--- src/rtl/ti_pkg.sv ---
// Shared definitions for the threshold-implementation share producer:
// LFSR constants, tap positions, FSM state type and the unrolled LFSR step.
package ti_pkg;

   localparam int          LFSR_W       = 32;
   localparam logic [31:0] LFSR_DEFAULT = 32'hACE1_2468;
   localparam int          TAP_A        = 31;
   localparam int          TAP_B        = 21;
   localparam int          TAP_C        = 1;
   localparam int          TAP_D        = 0;

   typedef enum logic [1:0] {
      UNSEEDED = 2'd0,
      WARMUP   = 2'd1,
      RUN      = 2'd2
   } state_t;

   // nsteps must be an elaboration-time constant so the loop unrolls
   function automatic logic [LFSR_W-1:0] lfsr_advance(input logic [LFSR_W-1:0] s,
                                                      input int nsteps);
      logic [LFSR_W-1:0] t;
      t = s;
      for (int i = 0; i < nsteps; i++) begin
         t = {t[LFSR_W-2:0], t[TAP_A] ^ t[TAP_B] ^ t[TAP_C] ^ t[TAP_D]};
      end
      return t;
   endfunction

endpackage

--- src/rtl/ti_lfsr.sv ---
// 32-bit Fibonacci LFSR for mask generation; r is the low RAND_W bits of the
// state one advance ahead, i.e. what the register holds after the next advance.
module ti_lfsr
   import ti_pkg::*;
#(
   parameter int RAND_W = 16
) (
   input  logic              clk,
   input  logic              rst_n,
   input  logic              load,
   input  logic [LFSR_W-1:0] seed,
   input  logic              advance,
   output logic [RAND_W-1:0] r
);

   logic [LFSR_W-1:0] lfsr_q;
   logic [LFSR_W-1:0] lfsr_adv;

   assign lfsr_adv = lfsr_advance(lfsr_q, RAND_W);
   assign r        = lfsr_adv[RAND_W-1:0];

   // An all-zero seed would lock the LFSR, so it is replaced by the default
   always_ff @(posedge clk or negedge rst_n) begin
      if (!rst_n) begin
         lfsr_q <= LFSR_DEFAULT;
      end else if (load) begin
         lfsr_q <= (seed == '0) ? LFSR_DEFAULT : seed;
      end else if (advance) begin
         lfsr_q <= lfsr_adv;
      end
   end

endmodule

--- src/rtl/ti_share_masker.sv ---
// Boolean masking front end for the TI S-box: splits each accepted byte into
// SHARES shares. Optional zero_rand port under macro TI_MASK_ZERO_RAND_EN.
module ti_share_masker
   import ti_pkg::*;
#(
   parameter int WIDTH      = 8,
   parameter int SHARES     = 3,
   parameter int WARMUP_CYC = 16
) (
   input  logic                    clk,
   input  logic                    rst_n,
`ifdef TI_MASK_ZERO_RAND_EN
   input  logic                    zero_rand,
`endif
   input  logic [31:0]             seed,
   input  logic                    seed_load,
   input  logic [WIDTH-1:0]        in_data,
   input  logic                    in_valid,
   output logic                    in_ready,
   output logic [SHARES*WIDTH-1:0] out_shares,
   output logic                    out_valid,
   input  logic                    out_ready,
   output logic                    seeded
);

   localparam int RAND_W = (SHARES - 1) * WIDTH;
   localparam int CNT_W  = (WARMUP_CYC > 1) ? $clog2(WARMUP_CYC) : 1;
   localparam logic [CNT_W-1:0] WARM_LAST = CNT_W'(WARMUP_CYC - 1);

   state_t                  state_q, state_d;
   logic [CNT_W-1:0]        warm_cnt;
   logic                    accept;
   logic                    lfsr_adv_en;
   logic [RAND_W-1:0]       r;
   logic [RAND_W-1:0]       r_eff;
   logic [SHARES*WIDTH-1:0] shares_p0;
   logic [SHARES*WIDTH-1:0] shares_p1;
   logic                    vld_p1;

   ti_lfsr #(.RAND_W(RAND_W)) u_lfsr (
      .clk     (clk),
      .rst_n   (rst_n),
      .load    (seed_load),
      .seed    (seed),
      .advance (lfsr_adv_en),
      .r       (r)
   );

   always_ff @(posedge clk or negedge rst_n) begin
      if (!rst_n) state_q <= UNSEEDED;
      else        state_q <= state_d;
   end

   always_comb begin
      state_d = state_q;
      if (seed_load) begin
         state_d = WARMUP;
      end else begin
         case (state_q)
            UNSEEDED: state_d = UNSEEDED;
            WARMUP:   if (warm_cnt == WARM_LAST) state_d = RUN;
            RUN:      state_d = RUN;
            default:  state_d = UNSEEDED;
         endcase
      end
   end

   // A reseed takes priority over any transfer attempted in the same cycle
   always_comb begin
      seeded      = (state_q == RUN);
      in_ready    = (state_q == RUN) && (!vld_p1 || out_ready) && !seed_load;
      lfsr_adv_en = (state_q == WARMUP) || (in_valid && in_ready);
   end

   assign accept = in_valid && in_ready;

   always_ff @(posedge clk or negedge rst_n) begin
      if (!rst_n)                 warm_cnt <= '0;
      else if (seed_load)         warm_cnt <= '0;
      else if (state_q == WARMUP) warm_cnt <= warm_cnt + 1'b1;
   end

   // ---- stage p0: mask the input with the freshly advanced random word ----
   always_comb begin
      r_eff = r;
`ifdef TI_MASK_ZERO_RAND_EN
      if (zero_rand) r_eff = '0;
`endif
      shares_p0              = '0;
      shares_p0[WIDTH-1:0]   = in_data;
      for (int k = 1; k < SHARES; k++) begin
         shares_p0[k*WIDTH +: WIDTH] = r_eff[(k-1)*WIDTH +: WIDTH];
         shares_p0[WIDTH-1:0]        = shares_p0[WIDTH-1:0] ^ r_eff[(k-1)*WIDTH +: WIDTH];
      end
   end

   // ---- stage p1: registered output, held while downstream stalls ----
   always_ff @(posedge clk or negedge rst_n) begin
      if (!rst_n) begin
         vld_p1    <= 1'b0;
         shares_p1 <= '0;
      end else if (accept) begin
         vld_p1    <= 1'b1;
         shares_p1 <= shares_p0;
      end else if (out_ready) begin
         vld_p1    <= 1'b0;
      end
   end

   assign out_valid  = vld_p1;
   assign out_shares = shares_p1;

endmodule
--- config.mk ---
export PLATFORM = sky130hd
export DESIGN_NAME = ti_share_masker
export DESIGN_NICKNAME = d
export VERILOG_FILES = /design/src/rtl/ti_pkg.sv /design/src/rtl/ti_lfsr.sv /design/src/rtl/ti_share_masker.sv
export SDC_FILE = /design/constraint.sdc
export NUM_CORES = 1
export LEC_CHECK = 0
export CORE_MARGIN = 3
export CORE_UTILIZATION = 55
export DETAILED_ROUTE_END_ITERATION = 12
export GPL_ROUTABILITY_DRIVEN = 0
export GPL_TIMING_DRIVEN = 0
export PLACE_DENSITY = 0.84
export SLEW_MARGIN = 20
export SYNTH_ARGS = -nofsm -noshare
export SYNTH_HDL_FRONTEND = slang
export SYNTH_SLANG_ARGS = --single-unit
--- constraint.sdc ---
create_clock -name clk -period 7.1 [get_ports clk]
set_clock_uncertainty 0.1 [all_clocks]
set_input_delay 1.42 -clock clk [delete_from_list [all_inputs] [get_ports clk]]
set_output_delay 1.42 -clock clk [all_outputs]
set_load 0.02 [all_outputs]
# Word-level counts from Yosys, hierarchy flattened
# Cells that the tools add are included.
[classes]
addsub = 1
n_eq_ne = 4
muxes = 10
n_bitwise = 50
n_reduce_logical = 11
[ops]
columns = ["operator", "count"]
rows = [
  ["$mux W32", 3],
  ["$xor A1 B1 Y1", 48],
  ["$logic_not A32 Y1", 1],
  ["$xor A8 B8 Y8", 2],
  ["$mux W4", 2],
  ["$reduce_bool A2 Y1", 3],
  ["$add A4 B1 Y4 const B", 1],
  ["$eq A4 B4 Y1 const B", 1],
  ["$mux W2", 2],
  ["$pmux W2 S2", 1],
  ["$logic_and A1 B1 Y1", 3],
  ["$ne A3 B3 Y1 const B", 1],
  ["$eq A2 B1 Y1 const B", 1],
  ["$eq A2 B2 Y1 const B", 1],
  ["$logic_not A1 Y1", 2],
  ["$logic_or A1 B1 Y1", 2],
  ["$mux W1", 2],
]
[word_totals]
register_bits = 63
in_bits = 45
elab_cells = 81

# Depth between registers and ports, before layout
[depth]
word_depth = 20
ltp_mapped = 9

# By module
# Synthesis repeated with hierarchy kept, for this count alone.
[unflattened]
cells_unflattened = 307
area_unflattened_um2 = 3647.2
[modules_own_cells]
columns = ["mod", "n_inst", "cells_per_inst", "area_per_inst_um2", "seq_area_each_um2"]
rows = [
  ["ti_lfsr", 1, 209, 2179.6, 817.0],
  ["ti_share_masker", 1, 98, 1467.7, 775.7],
]

# Least setup slack after synthesis
# OpenSTA, ideal clock, no wires.
[synth_timing]
kind = "input-to-output"
start = "in out_ready"
end = "out in_ready"
t_arrival_ps = 2027
required_time_ps = 5580
path_slack_ps = 3553
cell_stages = 2
n_path_buf = 0
path_cell_list = "nor2b_1 -> nor3b_1"
[synth_via]
elab_chain_cells = 3
[synth_rtl]
columns = ["element", "line_no", "source"]
rows = [
  ["start: declaration", "ti_share_masker.sv:22", "input logic out_ready,"],
  ["$logic_or A1 B1 Y1", "ti_share_masker.sv:71", "in_ready = (state_q == RUN) && (!vld_p1 || out_ready) && !seed_load;"],
  ["$logic_and A1 B1 Y1 (2 in series)", "ti_share_masker.sv:71", ""],
  ["end: declaration", "ti_share_masker.sv:19", "output logic in_ready,"],
]
# Every way passes these cells.

# Worst setup path in the final report
# Same ends and word-level chain as after synthesis.

==> impl_metrics.yaml <==
grt:
  grt_overflow: 0
  grt.total_usage_pct: 27.5
  busiest_layer: "met2"
  grtUsageMet3_pct: 5.05
  grt_max_degree: 37
  met2_usage_pct: 43.6
  use_met1_pct: 36.4
  antenna_found_initial: 0
  grt_pass1_vias: 2929
  grt_pass1_wl_um: 15000
synthesis:
  synth_top_cell_by_area: "dfrtp_1"
  seq_area_frac_synth_pct: 46.3
  synthTopCellsByArea: "dfrtp_1 (36%), dfstp_2 (9.9%), xnor2_1 (8.7%), o21ai_0 (5.4%), nand2_1 (4.6%)"
  ys_ff_latch: 63
  yosysWarnings: 0
  syn_nets: 368
  postSynthAreaPerCell_um2: 10.7
  synth_common_cells: "dfrtp_1 (50), nand2_1 (42), o21ai_0 (37)"
  synth_edf_count: 0
  synthDistinctLibCells: 35
  synth_async_sr_flop_share_pct: 100
  synth_top_area_share_pct: 36.4
  synth.most_common_cell: "dfrtp_1"
  syn-cell-area_um2: 3440
  synthCells: 320
  synthFlopType: "dfrtp_1"
layout:
  finalNonFillerCells: 483
  nets: 451
  drive_gt1_share_pct: 11.3
  insertedDiodeCount: 0
  final_util_pct: 74.2
  fill_cells: 423
  syn2layout_area_growth_pct: 29.2
floorplanning:
  num_rows: 28
  die_h_um: 85.1
  io_pins: 72
  start_util_pct: 57.4
  die_area_um2: 7240
  die_width_um: 85.1
  coreArea_um2: 5990
critical_path:
  required_ps: 5580
  path_max_fanout: 2
  cp.arrival_ps: 2850
  end_kind: "primary output"
  start_kind: "input port"
  crit_type: "input port to primary output"
drt:
  drcViolationCount: 0
  drt-wirelength-per-cell_um: 19.1
  firstDrtPassIters: 5
  ant_nets: 0
  dr.first_iter.drc_count: 223
  routed_via_density: 5.90
  wl_um: 9230
  vias: 2852
cts:
  cts_buffers: 9
  clock-root-buffer: "clkbuf_8"
  clockBufferDepth: 2
  clock_sinks: 63
  clkLatencyLatePin_ps: 340
  ctsResizeCount: 0
  cts_tree: "yes"
  postCtsSetupRepairBufs: 0
  clk_pin_slew_ps: 60
  postCtsHoldBufs: 0
  cts.htree.levels: 3
placed_design:
  placed_cells: 467
  port_buffers: 71
  hpwl_um: 7060
timing:
  grt_setup_unrepaired: "no"
  maxSlewHeadroom_pct: 49.7
  fmax_mhz: 229
  setup_tns_ps: 0
  setup_viol: 0
  finalMaxSlewViolations: 0
  min_period_over_period_pct: 61.6
  tightest_slew_ps: 751
  final-hold-violation-count: 0
  min_period_ps: 4370
min_path:
  hp-class: "flip-flop to flip-flop"
status:
  status: "completed"
run:
  drv_cap: 0
-- routing by layer --
layer	wire length, um	part of all wire [%]
met5	0	0
met4	336	3.6
met3	770	8.3
met2	4340	47
met1	3790	41
-- per-stage QoR --
stage	worst slack (ps)	hold WS, ps	area (um^2)
floorplan	3550	358	3440
global placement	2520	361	4240
detailed placement	2720	371	4260
CTS	2710	385	4440
global route	2670	405	4440
finish	2730	382	4440
-- kinds of logic after synthesis --
family / after synthesis / share of synthesized area, %
and+or+nand+nor: 78 / 9.68
AOI/OAI and AO/OA: 74 / 12.3
xor gates and xnor gates: 66 / 23.4
DFF: 63 / 46.3
buffers and inverters: 19 / 2.07
muxes: 17 / 5.20
adders and majority gates: 3 / 1.09
-- cells in the final DEF, fill, tap and decap left out, types with 4 or more instances in the layout --
| cell type | synthesis | routed |
|---|---|---|
| clkbuf_8 | 0 | 12 |
| o22ai_1 | 12 | 12 |
| xor2_1 | 14 | 14 |
| nor2_1 | 20 | 20 |
| o21ai_0 | 37 | 37 |
| a2bb2oi_1 | 4 | 4 |
| dfrtp_1 | 50 | 50 |
| nor4_1 | 8 | 8 |
| mux2i_1 | 10 | 10 |
| xnor2_1 | 34 | 34 |
| dfstp_2 | 13 | 13 |
| nand2_1 | 42 | 42 |
| clkbuf_1 | 15 | 18 |
| a21oi_1 | 10 | 10 |
| mux2_2 | 7 | 7 |
| xnor2_2 | 5 | 5 |
| xnor3_1 | 7 | 7 |
| clkdlybuf4s50_1 | 0 | 70 |
-- path summary, 6_finish.rpt --
path | from | slack, ps | to | cells after the start
hold reg to reg | out_shares[19] | 380 | out_shares[19] | 2
hold / removal | out_shares[19] | 380 | out_shares[19] | 2
setup / recovery | out_ready | 2730 | in_ready | 4
max in group asynchronous | rst_n | 5430 | u_lfsr.lfsr_q[29] | 2
min in group asynchronous | rst_n | 890 | out_shares[7] | 1
setup reg to reg | u_lfsr.lfsr_q[0] | 4020 | u_lfsr.lfsr_q[4] | 6
-- sequential cells by signal (all words and copies together) (netlist names) --
register,cells
warm_cnt,4
out_valid,1
out_shares,24
state_q,2
u_lfsr.lfsr_q,32
-- area by class of cell --
class | instances | area [um^2] | share of cell area [%]
tap | 75 | 93.8 | 2.11
sequential | 63 | 1590 | 35.8
inverter | 3 | 11.3 | 0.253
clock buffer | 15 | 176 | 3.97
timing repair buffer | 72 | 728 | 16.4
buffer | 16 | 60.1 | 1.35
multi-input combinational | 238 | 1780 | 40.0
clock inverter | 1 | 5.00 | 0.113
-- worst max-delay path, cell delays in order --
cell and delay [ps]:
clkdlybuf4s50_1 450, nor2b_1 50, nor3b_1 260, clkdlybuf4s50_1 670
Power is not shown: default switching activity piles up to over one toggle a cycle in this logic, so the estimate is an artifact.
